<file path="src/rtl/ddr3_cmd_rx.sv">
// DDR3 command-bus receiver for the TB memory model: decodes each command, tracks per-bank
// row state and tRCD/tRP/tRAS/tRFC timing, flags protocol errors and returns reads after CL.
package ddr3_cmd_rx_pkg;
   typedef enum logic [2:0] {
      CMD_NOP = 3'd0,
      CMD_ACT = 3'd1,
      CMD_RD  = 3'd2,
      CMD_WR  = 3'd3,
      CMD_PRE = 3'd4
   } ddr3_cmd_t;

   typedef struct packed {
      logic        valid;
      logic [1:0]  ba;
      logic [12:0] col;
   } rd_ent_t;
endpackage

module ddr3_cmd_rx
   import ddr3_cmd_rx_pkg::*;
#(
   parameter int T_RCD = 3,
   parameter int T_RP  = 3,
   parameter int T_RAS = 8,
   parameter int T_RFC = 20,
   parameter int CL    = 5    // legal range 2..16
) (
   input  logic        clk,
   input  logic        rst_n,
   input  logic        ddr3_ras_n,
   input  logic        ddr3_cas_n,
   input  logic        ddr3_we_n,
   input  logic [1:0]  ddr3_ba,
   input  logic [12:0] ddr3_addr,
   input  logic        err_clr,
   output logic        cmd_valid,
   output ddr3_cmd_t   cmd_type,
   output logic        cmd_refresh,
   output logic [1:0]  cmd_ba,
   output logic [12:0] cmd_addr,
   output logic [3:0]  bank_open,
   output logic        rd_valid,
   output logic [1:0]  rd_ba,
   output logic [12:0] rd_col,
   output logic [7:0]  err_pulse,
   output logic [7:0]  err_sticky
);

   localparam int T_MAX_A = (T_RCD > T_RP) ? T_RCD : T_RP;
   localparam int T_MAX_B = (T_RAS > T_RFC) ? T_RAS : T_RFC;
   localparam int T_MAX   = (T_MAX_A > T_MAX_B) ? T_MAX_A : T_MAX_B;
   localparam int CW      = $clog2(T_MAX) + 1;

   localparam logic [CW-1:0] CNT_SAT = '1;
   localparam logic [CW-1:0] CNT_ONE = CW'(1);
   localparam logic [CW-1:0] RCD_C   = CW'(T_RCD);
   localparam logic [CW-1:0] RP_C    = CW'(T_RP);
   localparam logic [CW-1:0] RAS_C   = CW'(T_RAS);
   localparam logic [CW-1:0] RFC_C   = CW'(T_RFC);

   localparam logic [1:0] ST_IDLE        = 2'd0;
   localparam logic [1:0] ST_ACTIVATING  = 2'd1;
   localparam logic [1:0] ST_ACTIVE      = 2'd2;
   localparam logic [1:0] ST_PRECHARGING = 2'd3;

   // Counters hold "edges since the last accepted ACT/PRE/REF", saturating so that
   // an untouched bank always reads as having met every constraint.
   logic [1:0]    bank_st [4];
   logic [CW-1:0] act_cnt [4];
   logic [CW-1:0] pre_cnt [4];
   logic [CW-1:0] ref_cnt;
   rd_ent_t       rd_pipe [CL];

   logic [2:0]  pins;
   logic        is_act, is_rd, is_wr, is_pre, is_ref, is_ill, is_nop;
   ddr3_cmd_t   type_d;
   logic [7:0]  err_d;
   logic [3:0]  pre_sel;
   logic        accept;

   function automatic logic [CW-1:0] sat_inc(input logic [CW-1:0] v);
      return (v == CNT_SAT) ? v : v + CNT_ONE;
   endfunction

   function automatic logic row_busy(input logic [1:0] st);
      return (st == ST_ACTIVATING) || (st == ST_ACTIVE);
   endfunction

   assign pins = {ddr3_ras_n, ddr3_cas_n, ddr3_we_n};

   // NOTE: every signal written here gets a default first, so no latch is inferred.
   always_comb begin
      is_act = 1'b0;
      is_rd  = 1'b0;
      is_wr  = 1'b0;
      is_pre = 1'b0;
      is_ref = 1'b0;
      is_ill = 1'b0;
      is_nop = 1'b0;
      type_d = CMD_NOP;
      case (pins)
         3'b011:  begin is_act = 1'b1; type_d = CMD_ACT; end
         3'b101:  begin is_rd  = 1'b1; type_d = CMD_RD;  end
         3'b100:  begin is_wr  = 1'b1; type_d = CMD_WR;  end
         3'b010:  begin is_pre = 1'b1; type_d = CMD_PRE; end
         3'b001:  is_ref = 1'b1;
         3'b111:  is_nop = 1'b1;
         default: is_ill = 1'b1;
      endcase
   end

   always_comb begin
      err_d   = '0;
      pre_sel = '0;
      if (!is_nop && (ref_cnt < RFC_C)) err_d[3] = 1'b1;
      if (is_act) begin
         if (row_busy(bank_st[ddr3_ba])) err_d[4] = 1'b1;
         if (pre_cnt[ddr3_ba] < RP_C)    err_d[1] = 1'b1;
      end
      if (is_rd || is_wr) begin
         if (!row_busy(bank_st[ddr3_ba]))    err_d[5] = 1'b1;
         else if (act_cnt[ddr3_ba] < RCD_C)  err_d[0] = 1'b1;
      end
      // PRE only acts on banks with a row open; idle/precharging targets are silent no-ops.
      if (is_pre) begin
         for (int b = 0; b < 4; b++) begin
            if (ddr3_addr[10] || (ddr3_ba == 2'(b))) pre_sel[b] = row_busy(bank_st[b]);
            if (pre_sel[b] && (act_cnt[b] < RAS_C)) err_d[2] = 1'b1;
         end
      end
      if (is_ref) begin
         for (int b = 0; b < 4; b++) begin
            if (bank_st[b] != ST_IDLE) err_d[6] = 1'b1;
         end
      end
      if (is_ill) err_d[7] = 1'b1;
   end

   assign accept = !is_nop && (err_d == '0);

   // NOTE: state is updated with non-blocking assignments so every flop sees pre-edge values.
   always_ff @(posedge clk or negedge rst_n) begin
      if (!rst_n) begin
         for (int b = 0; b < 4; b++) begin
            bank_st[b] <= ST_IDLE;
            act_cnt[b] <= CNT_SAT;
            pre_cnt[b] <= CNT_SAT;
         end
      end else begin
         for (int b = 0; b < 4; b++) begin
            act_cnt[b] <= sat_inc(act_cnt[b]);
            pre_cnt[b] <= sat_inc(pre_cnt[b]);
            if (accept && is_act && (ddr3_ba == 2'(b))) begin
               act_cnt[b] <= CNT_ONE;
               bank_st[b] <= (RCD_C <= CNT_ONE) ? ST_ACTIVE : ST_ACTIVATING;
            end else if (accept && pre_sel[b]) begin
               pre_cnt[b] <= CNT_ONE;
               bank_st[b] <= (RP_C <= CNT_ONE) ? ST_IDLE : ST_PRECHARGING;
            end else if ((bank_st[b] == ST_ACTIVATING) && (sat_inc(act_cnt[b]) >= RCD_C)) begin
               bank_st[b] <= ST_ACTIVE;
            end else if ((bank_st[b] == ST_PRECHARGING) && (sat_inc(pre_cnt[b]) >= RP_C)) begin
               bank_st[b] <= ST_IDLE;
            end
         end
      end
   end

   always_ff @(posedge clk or negedge rst_n) begin
      if (!rst_n) begin
         ref_cnt <= CNT_SAT;
      end else if (accept && is_ref) begin
         ref_cnt <= CNT_ONE;
      end else begin
         ref_cnt <= sat_inc(ref_cnt);
      end
   end

   always_ff @(posedge clk or negedge rst_n) begin
      if (!rst_n) begin
         cmd_valid   <= 1'b0;
         cmd_type    <= CMD_NOP;
         cmd_refresh <= 1'b0;
         cmd_ba      <= '0;
         cmd_addr    <= '0;
         err_pulse   <= '0;
         err_sticky  <= '0;
      end else begin
         cmd_valid   <= !is_nop;
         cmd_type    <= type_d;
         cmd_refresh <= is_ref;
         cmd_ba      <= is_nop ? 2'b00 : ddr3_ba;
         cmd_addr    <= is_nop ? 13'h0 : ddr3_addr;
         err_pulse   <= err_d;
         err_sticky  <= err_clr ? 8'h00 : (err_sticky | err_d);
      end
   end

   // NOTE: the whole read pipe is reset, not just the valid bits, so in-flight reads
   // vanish on reset and the rd_* outputs read zero afterwards.
   always_ff @(posedge clk or negedge rst_n) begin
      if (!rst_n) begin
         for (int i = 0; i < CL; i++) rd_pipe[i] <= '0;
      end else begin
         rd_pipe[0] <= (accept && is_rd) ? rd_ent_t'{1'b1, ddr3_ba, ddr3_addr} : '0;
         for (int i = 1; i < CL; i++) rd_pipe[i] <= rd_pipe[i-1];
      end
   end

   assign rd_valid = rd_pipe[CL-1].valid;
   assign rd_ba    = rd_pipe[CL-1].ba;
   assign rd_col   = rd_pipe[CL-1].col;

   always_comb begin
      for (int b = 0; b < 4; b++) bank_open[b] = (bank_st[b] == ST_ACTIVE);
   end

endmodule

</file>
<file path="config.mk">
export PLATFORM = sky130hd
export DESIGN_NAME = ddr3_cmd_rx
export DESIGN_NICKNAME = d
export VERILOG_FILES = /design/src/rtl/ddr3_cmd_rx.sv
export SDC_FILE = /design/constraint.sdc
export NUM_CORES = 1
export LEC_CHECK = 0
export CORE_ASPECT_RATIO = 1.5
export CORE_MARGIN = 3
export CORE_UTILIZATION = 60
export DETAILED_ROUTE_END_ITERATION = 7
export GPL_TIMING_DRIVEN = 0
export PLACE_DENSITY_LB_ADDON = 0.1
export REMOVE_ABC_BUFFERS = 1
export SYNTH_ARGS = -nofsm -noshare
export SYNTH_HDL_FRONTEND = slang
export SYNTH_SLANG_ARGS = --single-unit
</file>
<file path="constraint.sdc">
create_clock -name clk -period 3.45 [get_ports clk]
set_clock_uncertainty 0.15 [all_clocks]
set_input_delay 1.035 -clock clk [delete_from_list [all_inputs] [get_ports clk]]
set_output_delay 1.035 -clock clk [all_outputs]
set_load 0.01 [all_outputs]
</file>
==> impl_metrics.py, run 1 <==
metrics = {
    "clocking": {
        "clkLatencyLatePin_ns": 0.43,
        "htreeDepth": 4,
        "cts_buffers": 17,
        "path_clk_slew_ns": 0.07,
        "cts_root_buf": "clkbuf_16",
        "cts_setup_buffers": 0,
        "cts_sinks": 178,
        "cts_tree": "yes",
        "clockBufferDepth": 2,
    },
    "route": {
        "vias_per_cell": 6.02,
        "drt-initial-drc-count": 315,
        "vias": 5307,
        "drc": 0,
        "wl_um": 17100,
        "antenna_left": 0,
        "drt-wirelength-per-cell_um": 19.4,
        "drt_pass1_iterations": 5,
    },
    "synth": {
        "yosysTopAreaCellShare": 0.403,
        "synth.area.top_cells": "dfrtp_1 (40%), dfstp_2 (18%), ha_1 (4.1%)",
        "ys_seq_area_frac": 0.588,
        "synthTopCellsByCount": "dfrtp_1 (124), nor2_1 (55), dfstp_2 (54)",
        "synth_area_leader_cell": "dfrtp_1",
        "syn_inst": 654,
        "synth_edf_count": 0,
        "synth.distinct_cells": 78,
        "yosysMostFrequentCell": "dfrtp_1",
        "yosysWarnings": 0,
        "synthFlopType": "dfrtp_1",
        "synth.avg_cell_area_um2": 11.8,
        "synthArstFlopShare": 1.00,
        "ys_seq_elements": 178,
        "syn-cell-area_um2": 7690,
    },
    "timing": {
        "layout_worst_path_cycle_share": 0.986,
        "hold_viol": 0,
        "finalSetupViolCount": 0,
        "rsz0062_at_grt": "false",
        "period_needed_ns": 3.40,
        "fmax_ghz": 0.294,
        "tightest_slew_ns": 0.912,
        "slew_viol_final": 0,
        "whs_ns": 0.198,
        "slew_headroom": 0.391,
    },
    "pwr": {
        "p_leak_nw": 4.00,
        "p_int_mw": 4.78,
        "power_frac_seq": 0.446,
        "switching_share": 0.364,
        "switchingPower_mw": 2.74,
        "p_per_area_nw_per_um2": 836,
        "ir_drop_uv": 479,
        "combinationalPowerShare": 0.299,
        "p_clk_frac": 0.255,
    },
    "worst_setup_path": {
        "crit_fanout": 18,
        "cp-end-kind": "register",
        "critical_path.cell_chain": "dlygate4sd2_1 -> nor2b_1 -> o211ai_1 -> a41oi_2 -> a211o_2 -> nor4_1",
        "start_kind": "primary input",
        "startpoint": "ddr3_ba[0]",
        "r2r_start": "bank_st[2]",
        "cp_slowest_stage_delay_ns": 0.63,
        "critPathKind": "in -> reg",
        "worst-r2r-setup-slack_ns": 0.88,
        "critPathRequiredTime_ns": 3.60,
        "crit_slowest_cell": "dlygate4sd2_1",
        "worstPathArrival_ns": 3.55,
    },
    "grt": {
        "grt_usage": 0.250,
        "grt_use_met1": 0.285,
        "grt_pass1_vias": 5400,
        "gr-max-usage-layer": "met2",
        "grt_pass1_wl_um": 27600,
        "gr-total-overflow": 0,
        "grt_use_met3": 0.0552,
        "grt_max_degree": 112,
        "antenna_found_initial": 0,
        "use_met2": 0.456,
    },
    "die": {
        "chipHeight_um": 145,
        "die_area_um2": 14200,
        "initial_core_util": 0.615,
        "design.core.area_um2": 12500,
        "ios": 77,
        "fp-row-count": 50,
        "die_x_um": 98.4,
    },
    "placed_design": {
        "portBuffers": 76,
        "gp_congestion": 0.915,
        "hpwl_um": 11600,
        "dpl_cell_area_um2": 8400,
    },
    "layout": {
        "finalNetCount": 759,
        "stdcell_area_um2": 9000,
        "area_growth_pct": 17.0,
        "drive_gt1_frac": 0.187,
        "fin_util": 0.719,
        "n_antenna_cell": 0,
    },
    "hold_path": {
        "worstHoldStart": "rd_pipe[75]",
        "hold_class": "reg -> reg",
    },
    "outcome": {
        "status": "completed",
    },
    "flow_run": {
        "max-cap-violations": 0,
    },
}
-- critical path: cells and delay by family --
kind	cells	cell delay, ns
AO/OA/AOI/OAI	3	1.20
buffers and inverters	1	0.63
AND/OR/NAND/NOR	2	0.67
-- registers in the layout, summed over array words and instances, names as in the netlist --
register,count
rd_pipe,64
act_cnt,24
pre_cnt,24
cmd_addr,13
rd_col,13
bank_st,8
err_pulse,8
err_sticky,8
ref_cnt,6
cmd_type,3
cmd_ba,2
rd_ba,2
cmd_refresh,1
cmd_valid,1
rd_valid,1
-- cell usage in the layout, fill, tap and decap left out, drive strengths merged, types with 3 or more instances in the layout --
cell	Yosys	routed
inv	24	32
clkinv	0	5
clkbuf	8	20
or2	7	7
and4b	4	4
or4	3	3
a31oi	11	11
xnor2	11	11
o31ai	5	5
and2	26	26
nor2b	12	12
nand3b	4	4
and3	7	7
or3	5	5
mux2i	10	10
nand3	36	36
nor3	36	36
o21ai	24	24
dfrtp	124	124
nor4	5	5
a221oi	3	3
a211oi	5	5
dfstp	54	54
xor2	10	10
clkdlybuf4s50	0	72
nand2	28	28
nor2	56	56
ha	25	25
o211ai	5	5
a21oi	28	28
nand4	12	12
-- power groups by stage --
| stage | Sequential (mW) | Clock [mW] | Combinational, mW |
|---|---|---|---|
| detailed placement | 3.37 | 0 | 2.23 |
| CTS | 3.34 | 1.94 | 2.25 |
| finish | 3.36 | 1.91 | 2.25 |
| global placement | 3.32 | 0 | 2.11 |
| global route | 3.43 | 2.04 | 2.53 |
| floorplan | 3.24 | 0 | 1.59 |
-- metal layers --
layer | wire length [µm] | up-vias
li1 | - | 2402
met1 | 6650 | 2676
met2 | 9230 | 201
met3 | 846 | 28
met4 | 383 | 0
met5 | 0 | -
-- path summary, 6_finish.rpt --
path	end	cells after the start
setup / recovery	rd_pipe[77]	6
hold / removal	rd_pipe[59]	0
setup reg to reg	rd_pipe[77]	6
hold reg to reg	rd_pipe[59]	0
max in group asynchronous	ref_cnt[1]	2
min in group asynchronous	rd_col[7]	1
-- timing repair --
| item | 4_1_cts | 5_1_grt |
|---|---|---|
| resized for setup | 6 | 4 |
| setup endpoints to repair | 41 | 26 |
| pin swaps | 0 | 0 |
| hold buffers | 0 | 0 |
-- cell type report --
type | count | area, µm²
repair buffers | 77 | 782
multi-input cells | 415 | 2810
clock inverters | 14 | 161
inverters | 24 | 90.1
well taps | 156 | 195
flip-flops and latches | 178 | 4520
clock buffers | 18 | 439
fillers | 836 | 3510
-- stage by stage --
step                setup slack, ns  power (mW)  instances  TNS, ns
finish                       0.0478        7.52        882        0
floorplan                     0.452        4.83        617        0
global placement              -5.54        5.44        849  -906.00
global route                 0.0152        8.00        882        0
detailed placement           -0.966        5.60        850   -38.65
CTS                          0.0140        7.54        882        0
-- kinds of logic (layout without fill, tap and decap cells) --
group           Yosys count  after routing  share of synthesized area
compound gates          104            104                     0.0931
xor+xnor                 21             21                     0.0249
fa+ha+maj                25             25                     0.0407
buf+inv                  61            133                     0.0478
flops                   178            178                      0.588
mux                      12             12                     0.0198
simple gates            253            253                      0.186
Power figures use the tool's default switching activity.
==> run 2: changes to the inputs <==
Settings changed: CAP_MARGIN from default to 20.
==> impl_metrics.py, run 2 (same netlist as run 1, synthesis figures left out) <==
metrics = {
    "outcome": {
        "status": "completed",
    },
    "die": {
        "initial_core_util": 0.615,
        "die_x_um": 98.4,
        "chipHeight_um": 145,
        "ios": 77,
        "design.core.area_um2": 12500,
        "die_area_um2": 14200,
        "fp-row-count": 50,
    },
    "placed_design": {
        "gp_congestion": 0.915,
        "dpl_cell_area_um2": 8410,
        "portBuffers": 76,
        "hpwl_um": 11600,
        "dp.cells": 851,
    },
    "worst_setup_path": {
        "startpoint": "ddr3_ba[0]",
        "worst-r2r-setup-slack_ns": 0.93,
        "endpoint": "rd_pipe[77]",
        "r2r_end": "bank_st[3]",
        "worstPathArrival_ns": 3.45,
        "critPathKind": "in -> reg",
        "start_kind": "primary input",
        "crit_fanout": 18,
        "r2r_start": "bank_st[4]",
        "cp-end-kind": "register",
        "critPathRequiredTime_ns": 3.62,
        "reg2regPathDepth": 5,
    },
    "timing": {
        "whs_ns": 0.195,
        "finalSetupViolCount": 0,
        "fmax_ghz": 0.305,
        "tightest_slew_ns": 0.890,
        "layout_worst_path_cycle_share": 0.950,
        "rsz0062_at_grt": "false",
        "period_needed_ns": 3.28,
        "slew_headroom": 0.406,
        "hold_viol": 0,
        "slew_viol_final": 0,
    },
    "layout": {
        "drive_gt1_frac": 0.186,
        "largest_reg_flops": 64,
        "layout_common_cells": "dfrtp_1 (124), clkdlybuf4s50_1 (72), nor2_1 (55), dfstp_2 (54), nand3_1 (36)",
        "reg_top3": "rd_pipe: 64 flops, act_cnt: 24 flops, pre_cnt: 24 flops",
        "fin_cells": 882,
        "fin_util": 0.719,
        "area_growth_pct": 17.0,
        "finalNetCount": 760,
        "n_antenna_cell": 0,
        "final_common_cell": "dfrtp_1",
        "largest_register": "rd_pipe",
        "stdcell_area_um2": 9000,
    },
    "clocking": {
        "path_clk_slew_ns": 0.07,
        "cts_sinks": 178,
        "cts_tree": "yes",
        "cts_buffers": 17,
        "clockBufferDepth": 2,
        "cts_setup_buffers": 0,
        "postCtsHoldBufs": 0,
        "cts_root_buf": "clkbuf_16",
        "clkLatencyLatePin_ns": 0.42,
        "htreeDepth": 4,
    },
    "grt": {
        "antenna_found_initial": 0,
        "grt_pass1_wl_um": 27300,
        "grt_max_degree": 112,
        "grt_pass1_vias": 5386,
        "gr-total-overflow": 0,
        "grt_usage": 0.245,
    },
    "route": {
        "drt-initial-drc-count": 327,
        "drt_pass1_iterations": 5,
        "antenna_left": 0,
        "drt-wirelength-per-cell_um": 18.9,
        "wl_um": 16700,
        "vias": 5288,
        "vias_per_cell": 6.00,
        "drc": 0,
    },
    "pwr": {
        "p_per_area_nw_per_um2": 836,
        "ir_drop_uv": 494,
        "p_leak_nw": 4.00,
        "p_total_mw": 7.52,
    },
    "hold_path": {
        "worstHoldStart": "rd_pipe[76]",
        "hold_class": "reg -> reg",
    },
    "flow_run": {
        "max-cap-violations": 0,
    },
}
## run 2: layer usage
| layer | vias up | wire (µm) | track usage |
|---|---|---|---|
| li1 | 2406 | - | - |
| met2 | 160 | 9120 | 0.446 |
| met4 | 0 | 464 | 0.111 |
| met3 | 38 | 648 | 0.0408 |
| met1 | 2684 | 6480 | 0.284 |
| met5 | - | 0 | 0 |
## run 2: what timing repair did
item	CTS	global route
resized for setup	5	4
setup endpoints to repair	35	19
pin swaps	0	0
## run 2: cell type report
type	count	area (µm²)
clock buffer	17	425
clock inverter	14	163
fill	880	3510
inverter	24	90.1
multi-input combinational	415	2810
sequential	178	4520
tap	156	195
timing repair buffer	78	793
## run 2: metrics by stage
step / setup TNS (ns) / setup WS [ns]
after floorplan: 0 / 0.452
after global placement: -906.00 / -5.54
after detailed placement: -33.29 / -0.879
after CTS: 0 / 0.0509
after global routing: 0 / 0.0332
final: 0 / 0.173
## run 2: power breakdown
group | total (mW) | internal, mW | switching [mW]
Sequential | 3.36 | 2.79 | 0.570
Combinational | 2.27 | 1.01 | 1.26
Clock | 1.90 | 1.03 | 0.869
## run 2: worst min-delay path by stage
stage	endpoint	slack [ns]	cells past startpoint
3_5_place_dp	rd_pipe[24]	0.18	0
4_1_cts	rd_pipe[52]	0.20	0
2_1_floorplan	rd_ba[0]	0.18	0
3_3_place_gp	rd_pipe[21]	0.18	0
6_report	rd_pipe[60]	0.20	0
5_1_grt	rd_pipe[31]	0.20	0
## run 2: critical path: stages
cell,delay [ns]
dlygate4sd2_1,0.61
nor2b_1,0.25
o211ai_1,0.35
a41oi_2,0.30
a211o_2,0.58
nor4_1,0.31
==> run 3: changes to the inputs <==
Settings changed: ABC_AREA from default to 0, CORE_UTILIZATION 60 to 51.
Clock period 3.45 ns to 2.8 ns, I/O delays scaled along.
==> impl_metrics.py, run 3 (same netlist as run 1, synthesis figures left out) <==
metrics = {
    "worst_setup_path": {
        "critPathKind": "in -> reg",
        "critPathRequiredTime_ns": 2.97,
        "worstPathArrival_ns": 2.90,
        "cp-end-kind": "register",
        "crit_fanout": 15,
        "start_kind": "primary input",
        "worst-r2r-setup-slack_ns": 0.36,
    },
    "placed_design": {
        "gp_congestion": 0.853,
        "dpl_cell_area_um2": 8460,
        "dp.cells": 891,
        "portBuffers": 76,
        "hpwl_um": 11100,
        "dp_slack_ns": -1.41,
    },
    "die": {
        "design.core.area_um2": 14700,
        "die_x_um": 106,
        "fp-row-count": 54,
        "initial_core_util": 0.525,
        "chipHeight_um": 156,
        "die_area_um2": 16600,
        "ios": 77,
    },
    "outcome": {
        "status": "completed",
    },
    "grt": {
        "antenna_found_initial": 0,
        "grt_usage": 0.206,
        "grt_pass1_wl_um": 26500,
        "grt_pass1_vias": 5206,
        "gr-total-overflow": 0,
        "grt_max_degree": 100,
    },
    "timing": {
        "slew_headroom": 0.426,
        "period_needed_ns": 2.73,
        "tightest_slew_ns": 0.860,
        "finalSetupViolCount": 0,
        "finalSetupTns_ns": 0,
        "fmax_ghz": 0.366,
        "worst_slack_ns": 0.0673,
        "layout_worst_path_cycle_share": 0.976,
        "hold_viol": 0,
        "slew_viol_final": 0,
    },
    "clocking": {
        "cts_buffers": 17,
        "cts_sinks": 178,
        "cts_tree": "yes",
        "clockBufferDepth": 2,
        "clkLatencyLatePin_ns": 0.43,
        "cts_root_buf": "clkbuf_16",
        "path_clk_slew_ns": 0.07,
        "htreeDepth": 4,
    },
    "hold_path": {
        "hold_class": "reg -> reg",
    },
    "route": {
        "drt-wirelength-per-cell_um": 17.2,
        "wl_um": 16000,
        "vias": 5130,
        "vias_per_cell": 5.53,
        "drt_pass1_iterations": 6,
        "drt-initial-drc-count": 257,
        "antenna_left": 0,
        "drc": 0,
    },
    "pwr": {
        "p_per_area_nw_per_um2": 1020,
        "p_leak_nw": 4.03,
        "power_frac_seq": 0.444,
        "p_int_mw": 6.00,
        "p_clk_frac": 0.250,
        "switchingPower_mw": 3.29,
        "ir_drop_uv": 546,
        "p_total_mw": 9.29,
        "switching_share": 0.354,
        "combinationalPowerShare": 0.306,
    },
    "layout": {
        "area_growth_pct": 18.9,
        "stdcell_area_um2": 9140,
        "fin_cells": 928,
        "n_antenna_cell": 0,
        "largest_reg_flops": 64,
        "reg_top3": "rd_pipe: 64 flops, act_cnt: 24 flops, pre_cnt: 24 flops",
        "drive_gt1_frac": 0.199,
        "final_common_cell": "dfrtp_1",
        "largest_register": "rd_pipe",
        "layout_common_cells": "dfrtp_1 (123), clkdlybuf4s50_1 (71), nor2_1 (54), dfstp_2 (54), nand3_1 (36)",
        "finalNetCount": 765,
    },
    "flow_run": {
        "max-cap-violations": 0,
    },
}
[run 3: changes by cell type in the layout (fill, tap and decap cells not counted), sizes merged]
cell           change
inv                -2
dlymetal6s2s       +1
clkbuf             -1
clkdlybuf4s50      -1
clkinvlp           +2
buf                +6
clkdlybuf4s15      +2
dlygate4sd2        -1
[run 3: through the flow]
stage,hold WS (ns),utilization
5_1_grt,0.193,0.624
2_1_floorplan,0.181,-
6_report,0.185,0.624
3_5_place_dp,0.185,0.577
3_3_place_gp,0.182,0.574
4_1_cts,0.194,0.621
[run 3: final timing paths]
path,startpoint,to,cells past startpoint
worst min register to register,rd_pipe[55],rd_pipe[39],0
max in group asynchronous,rst_n,ref_cnt[0],2
worst max register to register,bank_st[3],bank_st[4],7
worst min-delay path,rd_pipe[55],rd_pipe[39],0
worst max-delay path,ddr3_ba[1],bank_st[3],6
min in group asynchronous,rst_n,cmd_addr[6],1
[run 3: cell type report]
cell class | instances | area, µm²
Tap cell | 196 | 245
Clock buffer | 18 | 429
Fill cell | 1164 | 5520
Clock inverter | 14 | 150
Inverter | 24 | 90.1
Sequential cell | 178 | 4520
Multi-Input combinational cell | 415 | 2850
Timing Repair Buffer | 83 | 855
[run 3: timing repair]
item | 4_1_cts | 5_1_grt
pin swaps | 2 | 1
buffers inserted | 1 | 4
gates resized for setup | 17 | 5
hold buffers | 0 | 0
endpoints found under the setup margin | 98 | 41
[run 3: worst max-delay path: stages]
cell and delay (ns):
buf_2 0.32, mux4_1 0.70, xnor2_4 0.32, nand4_1 0.21, a21oi_2 0.31, o21ba_1 0.19
[run 3: per-layer routing]
| layer | vias to the layer above | wire (µm) | track usage | part of all wire |
|---|---|---|---|---|
| li1 | 2410 | - | - | - |
| met1 | 2554 | 6580 | 0.249 | 0.41 |
| met2 | 133 | 8150 | 0.353 | 0.51 |
| met3 | 33 | 721 | 0.0483 | 0.045 |
| met4 | 0 | 506 | 0.0877 | 0.032 |
| met5 | - | 0 | 0 | 0 |
[run 3: power by group through the flow]
stage	combinational (mW)	clock, mW	sequential (mW)
floorplan	1.96	0	3.99
detailed placement	2.73	0	4.15
finish	2.84	2.32	4.13
global route	3.20	2.50	4.24
global placement	2.62	0	4.10
CTS	2.86	2.38	4.12
